--- config.mk ---
export PLATFORM = sky130hd
export DESIGN_NAME = prio_index_encoder_flat
export DESIGN_NICKNAME = d
export VERILOG_FILES = /design/src/rtl/prio_index_encoder_if.sv /design/src/rtl/prio_index_encoder.sv /design/src/flat_wrapper.sv
export SDC_FILE = /design/constraint.sdc
export NUM_CORES = 1
export LEC_CHECK = 0
export ABC_AREA = 1
export BUFFER_PORTS_ARGS = -buffer_cell sky130_fd_sc_hd__clkbuf_2
export CORE_AREA = 2 2 39 41
export CTS_CLUSTER_DIAMETER = 30
export DETAILED_ROUTE_END_ITERATION = 8
export DIE_AREA = 0 0 41 43
export PLACE_DENSITY = 0.6
export SETUP_SLACK_MARGIN = 0.05
export SLEW_MARGIN = 20
export SYNTH_ARGS = -nofsm -noshare
export SYNTH_HDL_FRONTEND = slang
export SYNTH_SLANG_ARGS = --single-unit
--- constraint.sdc ---
create_clock -name clk_i -period 2.54 [get_ports clk_i]
set_clock_uncertainty 0.15 [all_clocks]
set_input_delay 0.254 -clock clk_i [delete_from_list [all_inputs] [get_ports clk_i]]
set_output_delay 0.254 -clock clk_i [all_outputs]
set_load 0.01 [all_outputs]
--- src/rtl/prio_index_encoder_if.sv ---
// prio_index_encoder_if: capture bus for the registered index encoder
interface prio_index_encoder_if #(
    parameter int WIDTH    = 8,
    parameter int OH_WIDTH = 8
);
    localparam int CNT_W = (WIDTH == 1) ? 1 : $clog2(WIDTH);
    localparam int BIN_W = (OH_WIDTH == 1) ? 1 : $clog2(OH_WIDTH);
    logic                valid_i;
    logic [WIDTH-1:0]    in_i;
    logic [OH_WIDTH-1:0] onehot_i;
    logic                valid_o;
    logic [CNT_W-1:0]    cnt_o;
    logic                empty_o;
    logic [BIN_W-1:0]    bin_o;
    logic                onehot_err_o;
    modport master (
        output valid_i, in_i, onehot_i,
        input  valid_o, cnt_o, empty_o, bin_o, onehot_err_o
    );
    modport slave (
        input  valid_i, in_i, onehot_i,
        output valid_o, cnt_o, empty_o, bin_o, onehot_err_o
    );
endinterface

--- src/rtl/prio_index_encoder.sv ---
// prio_index_encoder: registered first-set-bit counter and one-hot encoder (multi-hot flag under PRIO_INDEX_ENCODER_ONEHOT_CHECK_EN)
module prio_index_encoder #(
    parameter int WIDTH    = 8,
    parameter int MODE     = 0,
    parameter int OH_WIDTH = 8
) (
    input logic                   clk_i,
    input logic                   rst_ni,
    prio_index_encoder_if.slave   bus
);
    localparam int CNT_W = (WIDTH == 1) ? 1 : $clog2(WIDTH);
    localparam int BIN_W = (OH_WIDTH == 1) ? 1 : $clog2(OH_WIDTH);

    if (WIDTH < 1 || OH_WIDTH < 1 || MODE > 1) begin : g_bad_param
        $fatal(1, "prio_index_encoder: illegal parameters WIDTH=%0d OH_WIDTH=%0d MODE=%0d", WIDTH, OH_WIDTH, MODE);
    end

    logic [CNT_W-1:0] cnt;
    logic             empty;
    logic [BIN_W-1:0] bin;

    // zero count: the last hit in scan order wins, so scan toward the bit that must take priority
    always_comb begin
        cnt   = '0;
        empty = ~|bus.in_i;
        for (int i = WIDTH - 1; i >= 0; i--)
            if (MODE == 0 && bus.in_i[i]) cnt = CNT_W'(i);
        for (int i = 0; i < WIDTH; i++)
            if (MODE == 1 && bus.in_i[i]) cnt = CNT_W'(WIDTH - 1 - i);
    end

    // one-hot encode as the OR of set-bit indices; multi-hot inputs give a merged index
    always_comb begin
        bin = '0;
        for (int i = 0; i < OH_WIDTH; i++)
            if (bus.onehot_i[i]) bin = bin | BIN_W'(i);
    end

    // output stage: valid tracks every edge, data only loads on a valid capture
    always_ff @(posedge clk_i or negedge rst_ni) begin
        if (!rst_ni) begin
            bus.valid_o <= 1'b0;
            bus.cnt_o   <= '0;
            bus.empty_o <= 1'b1;
            bus.bin_o   <= '0;
        end else begin
            bus.valid_o <= bus.valid_i;
            if (bus.valid_i) begin
                bus.cnt_o   <= cnt;
                bus.empty_o <= empty;
                bus.bin_o   <= bin;
            end
        end
    end

`ifdef PRIO_INDEX_ENCODER_ONEHOT_CHECK_EN
    logic multi;

    // multi-hot detect: a set bit seen after an earlier set bit means popcount > 1
    always_comb begin
        logic seen;
        seen  = 1'b0;
        multi = 1'b0;
        for (int i = 0; i < OH_WIDTH; i++) begin
            multi = multi | (seen & bus.onehot_i[i]);
            seen  = seen | bus.onehot_i[i];
        end
    end

    // error flag follows the same capture rule as the data outputs
    always_ff @(posedge clk_i or negedge rst_ni) begin
        if (!rst_ni) bus.onehot_err_o <= 1'b0;
        else if (bus.valid_i) bus.onehot_err_o <= multi;
    end
`else
    assign bus.onehot_err_o = 1'b0;
`endif
endmodule

--- src/flat_wrapper.sv ---
// flat-port wrapper written by rule: the top's interface ports become plain ports
module prio_index_encoder_flat 
#(
    parameter int WIDTH    = 8,
    parameter int MODE     = 0,
    parameter int OH_WIDTH = 8
)
  (clk_i, rst_ni, bus_valid_i, bus_in_i, bus_onehot_i, bus_valid_o, bus_cnt_o, bus_empty_o, bus_bin_o, bus_onehot_err_o);
  prio_index_encoder_if #(.WIDTH(WIDTH), .OH_WIDTH(OH_WIDTH)) bus_i ();
  input logic clk_i;
  input logic rst_ni;
  input wire logic [$bits(bus_i.valid_i)-1:0] bus_valid_i;
  input wire logic [$bits(bus_i.in_i)-1:0] bus_in_i;
  input wire logic [$bits(bus_i.onehot_i)-1:0] bus_onehot_i;
  output wire logic [$bits(bus_i.valid_o)-1:0] bus_valid_o;
  output wire logic [$bits(bus_i.cnt_o)-1:0] bus_cnt_o;
  output wire logic [$bits(bus_i.empty_o)-1:0] bus_empty_o;
  output wire logic [$bits(bus_i.bin_o)-1:0] bus_bin_o;
  output wire logic [$bits(bus_i.onehot_err_o)-1:0] bus_onehot_err_o;
  assign bus_i.valid_i = bus_valid_i;
  assign bus_i.in_i = bus_in_i;
  assign bus_i.onehot_i = bus_onehot_i;
  assign bus_valid_o = bus_i.valid_o;
  assign bus_cnt_o = bus_i.cnt_o;
  assign bus_empty_o = bus_i.empty_o;
  assign bus_bin_o = bus_i.bin_o;
  assign bus_onehot_err_o = bus_i.onehot_err_o;
  prio_index_encoder #(.WIDTH(WIDTH), .MODE(MODE), .OH_WIDTH(OH_WIDTH)) u_core (.clk_i(clk_i), .rst_ni(rst_ni), .bus(bus_i));
endmodule
# Word-level counts from Yosys, hierarchy flattened
# Cells that the tools add are included.
# op_classes
n_reduce_logical,2
n_mux,15
# ops
cell,n
$mux 3,12
$reduce_or 8->1,1
$mux 2,2
$logic_not 1->1,1
$mux 1,1
# totals
output_inout_bits,9
word_cells,21
in_bits,19
ff_bits,8

# Depth between registers and ports, before layout
# Gate-level depths: netlist (run 1).
# depth
depth_word,8
ltp_mapped,9
mapped_depth_nobuf,9

# Worst setup path before layout (run 1)
# No wires, ideal clock.
# synth_timing
path_type,reg-to-output
start,register u_core.bus.empty_o
end,output bus_empty_o
path_stages_with_launch,1
t_required_ns,2.136
arrival_ns,0.529
path_buffers,0
setup_slack_ns,1.607
cell_sequence,dfstp_2
# synth_lines
item,line_no,rtl
start: declaration,prio_index_encoder_if.sv:22,"output valid_o, cnt_o, empty_o, bin_o, onehot_err_o"
start signal: assignment,prio_index_encoder.sv:50,bus.empty_o <= empty;
end: declaration,flat_wrapper.sv:17,output wire logic [$bits(bus_i.empty_o)-1:0] bus_empty_o;
# No word-level cell between the ends.

# Worst setup path after layout (run 1)
# layout_timing
start,register u_core.bus.empty_o
end,output bus_empty_o
# No word-level cell between the ends.

==> results of run 1 <==
[stage by stage]
step	std cells	hold slack [ps]	area (sq um)	total power (uW)	utilization, %
after global placement	91	-42.7	541	187	39.1
after CTS	96	84.5	577	292	41.7
after detailed placement	91	-44.5	541	188	39.1
after global routing	96	83.2	577	305	41.7
after floorplan	51	-192	403	161	-
final	96	88.8	577	286	41.7
[per-layer routing]
metal,global-route usage [%],part of all wire [%],routed length [microns]
met4,6.00,0,0
met2,15.9,45,367
met3,3.14,12,94
met1,10.9,43,355
met5,0,0,0
[logic make-up after synthesis]
logic type | Yosys count
other cells | 1
simple gates | 24
compound gates | 7
flops | 8
buf+inv | 11
[layout by cell type (no fill, tap or decap)]
cell           count
a22o_1             1
a31oi_1            3
clkbuf_1           1
clkbuf_2          25
clkbuf_4           3
conb_1             1
dfrtp_1            7
dfstp_2            1
dlygate4sd3_1      1
inv_1              8
inv_2              2
nand2_1           14
nand2_2            1
nor2_1             4
nor2_2             1
nor3_1             2
nor3_2             1
nor4_1             1
o21ai_1            2
o21ai_2            1
[worst paths after layout]
kind,slack (ps),depth (start not counted),startpoint,to
setup / recovery,1240,1,u_core.bus.empty_o$_DFFE_PN1P_,bus_empty_o
hold / removal,90,1,bus_valid_i,u_core.bus.valid_o$_DFF_PN0_
setup reg to reg,1670,1,u_core.bus.empty_o$_DFFE_PN1P_,u_core.bus.empty_o$_DFFE_PN1P_
hold reg to reg,340,2,u_core.bus.cnt_o[0]$_DFFE_PN0P_,u_core.bus.cnt_o[0]$_DFFE_PN0P_
max in group asynchronous,1770,2,rst_ni,u_core.bus.empty_o$_DFFE_PN1P_
min in group asynchronous,230,2,rst_ni,u_core.bus.bin_o[1]$_DFFE_PN0P_
[state kept, by name (all words and copies together) (netlist names)]
| register | cells |
|---|---|
| u_core.bus.cnt_o | 3 |
| u_core.bus.bin_o | 3 |
| u_core.bus.empty_o | 1 |
| u_core.bus.valid_o | 1 |
[power by group]
part	internal (uW)	leakage (uW)	switching [uW]	total [uW]
registers	134	0.0000908	3.50	138
clock network	59.8	0.0000150	39.6	99.4
logic	21.9	0.000220	26.6	48.4
total	216	0.000326	69.6	286
[synthesized netlist by cell type (2+ instances only)]
| cell | instances |
|---|---|
| nand2_1 | 14 |
| inv_1 | 8 |
| dfrtp_1 | 7 |
| nor2_1 | 4 |
| a31oi_1 | 3 |
| inv_2 | 2 |
| nor3_1 | 2 |
| o21ai_1 | 2 |
[layout make-up]
cell class | instances | area (sq um) | share of cell area (%)
clock buffers | 4 | 26.3 | 4.56
repair buffers | 26 | 135 | 23.4
multi-input cells | 32 | 156 | 27.1
well taps | 16 | 20.0 | 3.47
flip-flops and latches | 8 | 201 | 34.9
inverters | 10 | 37.5 | 6.51
==> metrics.txt, run 1 <==
ys async rst share 100%; Synth Area in Simple Gates 26.4%; post-route ant nets 0; crit-path max FO 2; die area 0.00176 sq mm; crit path buf inv count 1; postcts setup bufs 0; # Max-Cap Violations 0; final period utilization 51.0%; CP endpoint kind primary output; CTS tree done; layout cells sized above 1 43.8%; post_cts resized 0; Top delay family on crit path flip-flops; GR Util All Layers 10.0%; Clock Path Buffers 2; post-synth top area share 43.5%; clk_lat worst skew 250 ps; initial antenna violation count 0; Synth Area in Adders 0%; worst setup margin 1240 ps; nets@finish 100; fin. max-slew vios 0; worst stage delay on the critical path 530 ps; post-synth top area cell dfrtp_1; post-synthesis mux area share 0%; main combinational cell family by area after synthesis simple AND/OR/NAND/NOR gates; Critical Path RT 2140 ps; status finished clean; Syn Area/Cell 7.90 sq um; PwrDens 495 mW/mm^2; Syn Std Cell Area 403 sq um; CTS Buf Count 3; Mapped Nets 70; Top FF cell, synth dfrtp_1; pre-CTS setup slack 1500 ps; Die Wd 41 microns; DP Wirelength 731 microns; Synth Area in Compound Gates 11.5%; worst endpoint data arrival time 890 ps; drt first-iter violations 2; GPL Wtd Cong 0.640; port bufs 25; # DRC 0; hold_buf cts 1; total gr overflow 0; Placement Rows 14; Peak supply drop 0.163 mV; antenna diode instance count 0; Cell Chain, Critical Path clkbuf_2; setup_tns 0 ps; clk sinks 8; Die Y 43 microns; clock-pin slew on the worst setup and hold paths 50 ps; Synth cell types 17; critical path's slowest cell dfstp_2; Fillers 139; Pre-Repair DR Iteration Count 4; Via density 4.35; number of global-route vias before repair 338; # IOs 28; Final Hold Vio Count 0; Leakage Power 0.000326 uW; WS Path Type reg2out; Synth area leaders dfrtp_1, nand2_1, inv_1; Hold Crit Class in2reg; cells after synthesis 51; WL/cell 8.51 microns; Post-synth EDFFs 0; Max Fclk 771 MHz; Total Routed Length 817 microns; Synth Register Bits 8; Starting Density 29.1%; RSZ-0062 raised after global routing no; Yosys warnings 0; largest net degree at the start of global routing 9; root buffer cell clkbuf_4; H-tree levels 1; core footprint 0.00138 sq mm; CP Launch Type register; final setup fails 0; Seq/Total Area, Yosys 50.0%; Synth Area in XOR/XNOR 0%; Area Growth Syn to Fin 43.2%; first-pass GRT wire length 1.21 mm; via total after detailed routing 418; minimum clock period 1300 ps
No activity file was read; power rests on OpenSTA's default activity.
==> run 2: changes to the inputs <==
--- a/config.mk
+++ b/config.mk
@@ -11,7 +11,7 @@
 export CTS_CLUSTER_DIAMETER = 30
 export DETAILED_ROUTE_END_ITERATION = 8
 export DIE_AREA = 0 0 41 43
-export PLACE_DENSITY = 0.6
+export PLACE_DENSITY = 0.62
 export SETUP_SLACK_MARGIN = 0.05
 export SLEW_MARGIN = 20
 export SYNTH_ARGS = -nofsm -noshare
==> constraint.sdc (replaced) <==
create_clock -name clk_i -period 1.05 [get_ports clk_i]
set_clock_uncertainty 0.15 [all_clocks]
set_input_delay 0.105 -clock clk_i [delete_from_list [all_inputs] [get_ports clk_i]]
set_output_delay 0.105 -clock clk_i [all_outputs]
set_load 0.01 [all_outputs]
==> metrics.txt, run 2 (synthesis results as in run 1) <==
status finished with violations; worst endpoint data arrival time 880 ps (about the same); Cell Chain, Critical Path buf_6; Reg area 201 sq um (unchanged); worst setup margin -84.3 ps (-1330 ps); worst stage delay on the critical path 540 ps (about the same); Critical Path RT 790 ps (-1350 ps); hold_buf cts 4 (+3); core footprint 0.00138 sq mm (unchanged); root buffer cell clkbuf_4; Leakage Power 0.000368 uW (+13%); commonest non-fill, non-tap cell in the layout clkbuf_2; critical path's slowest cell dfstp_2; Max Fclk 882 MHz; pre-CTS setup slack 153 ps (-1350 ps); Hold Crit Class in2reg; minimum clock period 1130 ps; RSZ-0062 raised after global routing yes; drt first-iter violations 7 (+5); WL/cell 8.97 microns (+5.4%); final setup fails 1 (+1); via total after detailed routing 451 (+7.9%); die area 0.00176 sq mm (unchanged); violated checks negative hold slack, negative setup slack; Final Hold Vio Count 5 (+5); # DRC 0 (unchanged); Hold WS -28.3 ps (-117 ps); most frequent cells in the layout clkbuf_2, nand2_1, inv_1; WS Path Type reg2out; R2R Setup Slk 70 ps (-1600 ps); Die Wd 41 microns (unchanged); PwrDens 1110 mW/mm^2 (+120%); final period utilization 108%; crit-path max FO 2 (unchanged); Via density 4.34 (-0.40%); biggest regs u_core.bus.bin_o: 3 flops, u_core.bus.cnt_o: 3 flops; fin. max-slew vios 0 (unchanged); Fillers 141 (+1.4%); Total Routed Length 933 microns (+14%); Area Growth Syn to Fin 63.4%; Peak supply drop 0.428 mV (+160%); clock-pin slew on the worst setup and hold paths 50 ps (about the same); largest net degree at the start of global routing 9 (unchanged); Pre-Repair DR Iteration Count 4 (unchanged); Starting Density 29.1% (unchanged); CP endpoint kind primary output; initial antenna violation count 0 (unchanged); Reg2Reg Launch Point u_core.bus.cnt_o[1]$_DFFE_PN0P_; clk_lat worst skew 250 ps (about the same); DP Wirelength 707 microns (-3.3%); # Max-Cap Violations 0 (unchanged); layout cells sized above 1 48.9% (+5.1 points); first-pass GRT wire length 1.47 mm (+22%); number of global-route vias before repair 411 (+22%); H-tree levels 1 (unchanged); hold_sp bus_onehot_i[1]; Top delay family on crit path flip-flops; placed cell area 541 sq um (unchanged); multi-input logic area 163 sq um (+4.0%); Die Y 43 microns (unchanged); CTS Buf Count 3 (unchanged); GR Util All Layers 12.7% (+2.7 points); CP Launch Type register; total gr overflow 0 (unchanged); Final Cell Area 658 sq um (+14%); antenna diode instance count 0 (unchanged); crit path buf inv count 1 (unchanged); GPL Wtd Cong 0.635 (-0.73%); nets@finish 108 (+8.0%); Clock Path Buffers 2 (unchanged); CTS tree done; Placement Rows 14 (unchanged); post-route ant nets 0 (unchanged); # IOs 28 (unchanged); clk sinks 8 (unchanged); total power 728 uW (+150%); port bufs 25 (unchanged); CP startpoint u_core.bus.empty_o$_DFFE_PN1P_
run 2: cell type report:
type | instances | area share [%]
well taps | 16 | 3.04
flip-flops and latches | 8 | 30.6
inverters | 10 | 5.70
repair buffers | 34 | 31.9
clock buffers | 4 | 3.99
multi-input cells | 32 | 24.7
run 2: per-stage QoR:
stage / util, % / instances / hold slack [ps] / setup TNS [ps]
floorplan: - / 51 / -341 / 0
global placement: 39.1 / 91 / -192 / 0
detailed placement: 39.1 / 91 / -193 / 0
CTS: 46.0 / 103 / -46.0 / -370
global route: 47.6 / 104 / -6.55 / -130
finish: 47.6 / 104 / -28.3 / -84.3
run 2: timing repair:
action                                 in CTS  in global routing
resized for setup                           0                 11
pin swaps                                   0                  2
setup buffers                               4                  3
setup endpoints to repair                   7                 14
endpoints found under the hold margin      15                  2
run 2: worst paths after layout:
kind                                                   end  cells after the start
hold / removal             u_core.bus.bin_o[0]$_DFFE_PN0P_                      3
min in group asynchronous  u_core.bus.bin_o[0]$_DFFE_PN0P_                      2
hold reg to reg            u_core.bus.bin_o[2]$_DFFE_PN0P_                      2
max in group asynchronous   u_core.bus.empty_o$_DFFE_PN1P_                      2
setup / recovery                               bus_empty_o                      1
setup reg to reg           u_core.bus.cnt_o[1]$_DFFE_PN0P_                      4
run 2: power by group:
group / switching [uW] / total (uW) / internal (uW)
Clock: 99.9 / 245 / 145
Combinational: 73.6 / 152 / 78.2
Sequential: 6.82 / 332 / 325
run 2: per-layer routing:
metal	vias up	track usage, %	wire (microns)
met5	-	0	0
li1	230	-	-
met3	0	3.14	120
met1	196	13.0	384
met4	0	10.0	0
met2	25	20.3	429
==> run 3: changes to the inputs <==
--- a/config.mk
+++ b/config.mk
@@ -11,7 +11,8 @@
 export CTS_CLUSTER_DIAMETER = 30
 export DETAILED_ROUTE_END_ITERATION = 8
 export DIE_AREA = 0 0 41 43
-export PLACE_DENSITY = 0.62
+export HOLD_SLACK_MARGIN = 0.05
+export PLACE_DENSITY = 0.6
 export SETUP_SLACK_MARGIN = 0.05
 export SLEW_MARGIN = 20
 export SYNTH_ARGS = -nofsm -noshare
==> constraint.sdc (replaced) <==
create_clock -name clk_i -period 1.5 [get_ports clk_i]
set_clock_uncertainty 0.15 [all_clocks]
set_input_delay 0.15 -clock clk_i [delete_from_list [all_inputs] [get_ports clk_i]]
set_output_delay 0.15 -clock clk_i [all_outputs]
set_load 0.01 [all_outputs]
==> metrics.txt, run 3 (synthesis results as in run 1) <==
via total after detailed routing 453 (+0.44%); layout cells sized above 1 38.0% (-11 points); multi-input logic area 156 sq um (-3.8%); H-tree levels 1 (unchanged); met3 Use GR 2.09% (-1.0 points); post-route ant nets 0 (unchanged); Final Cell Area 697 sq um (+5.9%); RSZ-0062 raised after global routing no; post_cts resized 0 (unchanged); Reg area 201 sq um (unchanged); final setup fails 0 (-1); CTS Buf Count 3 (unchanged); first-pass GRT wire length 1.39 mm (-5.2%); number of global-route vias before repair 388 (-5.6%); CP endpoint kind register; total power 512 uW (-30%); clk sinks 8 (unchanged); clock-pin slew on the worst setup and hold paths 60 ps (about the same); die area 0.00176 sq mm (unchanged); CTS tree done; R2R Setup Slk 630 ps (+560 ps); worst endpoint data arrival time 1190 ps (+310 ps); Starting Density 29.1% (unchanged); Pre-Repair DR Iteration Count 4 (unchanged); total gr overflow 0 (unchanged); FF-to-FF End u_core.bus.empty_o$_DFFE_PN1P_; Placement Rows 14 (unchanged); setup_tns 0 ps (+84.3 ps); # Max-Cap Violations 0 (unchanged); Via density 4.19 (-3.3%); GPL Wtd Cong 0.640 (+0.79%); DP Wirelength 717 microns (+1.5%); Total Routed Length 1.00 mm (+7.6%); Die Y 43 microns (unchanged); worst hold stages 6 (+3); # IOs 28 (unchanged); PwrDens 735 mW/mm^2 (-34%); WHS Endpoint u_core.bus.cnt_o[0]$_DFFE_PN0P_; busiest grt layer met2; Max Fclk 830 MHz; commonest non-fill, non-tap cell in the layout clkbuf_2; GR Util All Layers 12.1% (-0.54 points); initial antenna violation count 0 (unchanged); core footprint 0.00138 sq mm (unchanged); Critical Path RT 1480 ps (+690 ps); Reg2Reg Launch Point u_core.bus.empty_o$_DFFE_PN1P_; clk_lat worst skew 250 ps (about the same); status finished clean; count of non-filler cells in the finished layout 108 (+3.8%); placed cell area 541 sq um (unchanged); biggest regs u_core.bus.bin_o: 3 flops, u_core.bus.cnt_o: 3 flops; pre-CTS setup slack 561 ps (+408 ps); crit-path max FO 2 (unchanged); Hold Crit Class in2reg; Global Route met1 Usage 10.9% (-2.1 points); placed insts 91 (unchanged); Final Hold Vio Count 0 (-5); Die Wd 41 microns (unchanged); Area Growth Syn to Fin 73.0%; Clock Path Buffers 2 (unchanged); Global Route met2 Usage 21.3% (+0.94 points); worst setup margin 295 ps (+379 ps); R2R depth 1 (-3); largest net degree at the start of global routing 9 (unchanged); # DRC 0 (unchanged); CP Launch Type input port; nets@finish 112 (+3.7%); root buffer cell clkbuf_4; fin. max-slew vios 0 (unchanged); Leakage Power 0.000376 uW (+2.2%); antenna diode instance count 0 (unchanged); WL/cell 9.30 microns (+3.6%); Fillers 129 (-8.5%); WS Path Type in2reg; drt first-iter violations 3 (-4); hold_sp bus_in_i[2]; Peak supply drop 0.234 mV (-45%); most frequent cells in the layout clkbuf_2, nand2_1, dlygate4sd3_1; port bufs 25 (unchanged); minimum clock period 1200 ps; final period utilization 80.3%
## run 3: cell count changes in the layout (fill, tap and decap cells not counted)
| cell | delta |
|---|---|
| dlygate4sd3_1 | +11 |
| clkbuf_2 | +8 |
| buf_4 | -7 |
| buf_2 | -6 |
| buf_6 | -2 |
| nor4_1 | +1 |
| nor4_2 | -1 |
## run 3: how the worst max path moves through the flow
| stage | startpoint | to | slack, ps |
|---|---|---|---|
| 2_1_floorplan | u_core.bus.empty_o$_DFFE_PN1P_ | u_core.bus.empty_o$_DFFE_PN1P_ | 630 |
| 3_3_place_gp | u_core.bus.empty_o$_DFFE_PN1P_ | bus_empty_o | 560 |
| 3_5_place_dp | u_core.bus.empty_o$_DFFE_PN1P_ | bus_empty_o | 560 |
| 4_1_cts | u_core.bus.empty_o$_DFFE_PN1P_ | bus_empty_o | 290 |
| 5_1_grt | bus_in_i[1] | u_core.bus.cnt_o[2]$_DFFE_PN0P_ | 200 |
| 6_report | bus_onehot_i[7] | u_core.bus.bin_o[0]$_DFFE_PN0P_ | 300 |
## run 3: timing repair
action                                 CTS  global route
endpoints found under the hold margin   14             0
hold buffers                            13             0
setup endpoints to repair                0             0
buffers inserted                         0             0
## run 3: final cells by class
cell class                 instances  share of cell area (%)
clock buffer                       4                    3.77
inverter                          10                    5.39
sequential                         8                    28.9
multi-input combinational         32                    22.4
tap                               16                    2.87
timing repair buffer              38                    36.6
## run 3: through the flow
step / hold WS, ps / utilization, %
final: 85.9 / 50.4
after global routing: 141 / 50.4
after CTS: 82.9 / 50.4
after detailed placement: -146 / 39.1
after global placement: -147 / 39.1
after floorplan: -296 / -
## run 3: worst max-delay path, stage by stage
cell and delay, ps:
dlygate4sd3_1 540, clkbuf_2 120, nor4_1 290, o21ai_1 90
## run 3: routing by layer
metal  vias to the layer above  routed length [microns]
li1                        239                        -
met1                       190                      386
met2                        24                      520
met3                         0                       97
met4                         0                        0
met5                         -                        0
## run 3: where the power goes
| part | internal, uW | switching (uW) | total [uW] |
|---|---|---|---|
| clock network | 102 | 69.8 | 171 |
| logic | 57.3 | 50.4 | 108 |
| registers | 227 | 5.81 | 233 |
| total | 386 | 126 | 512 |
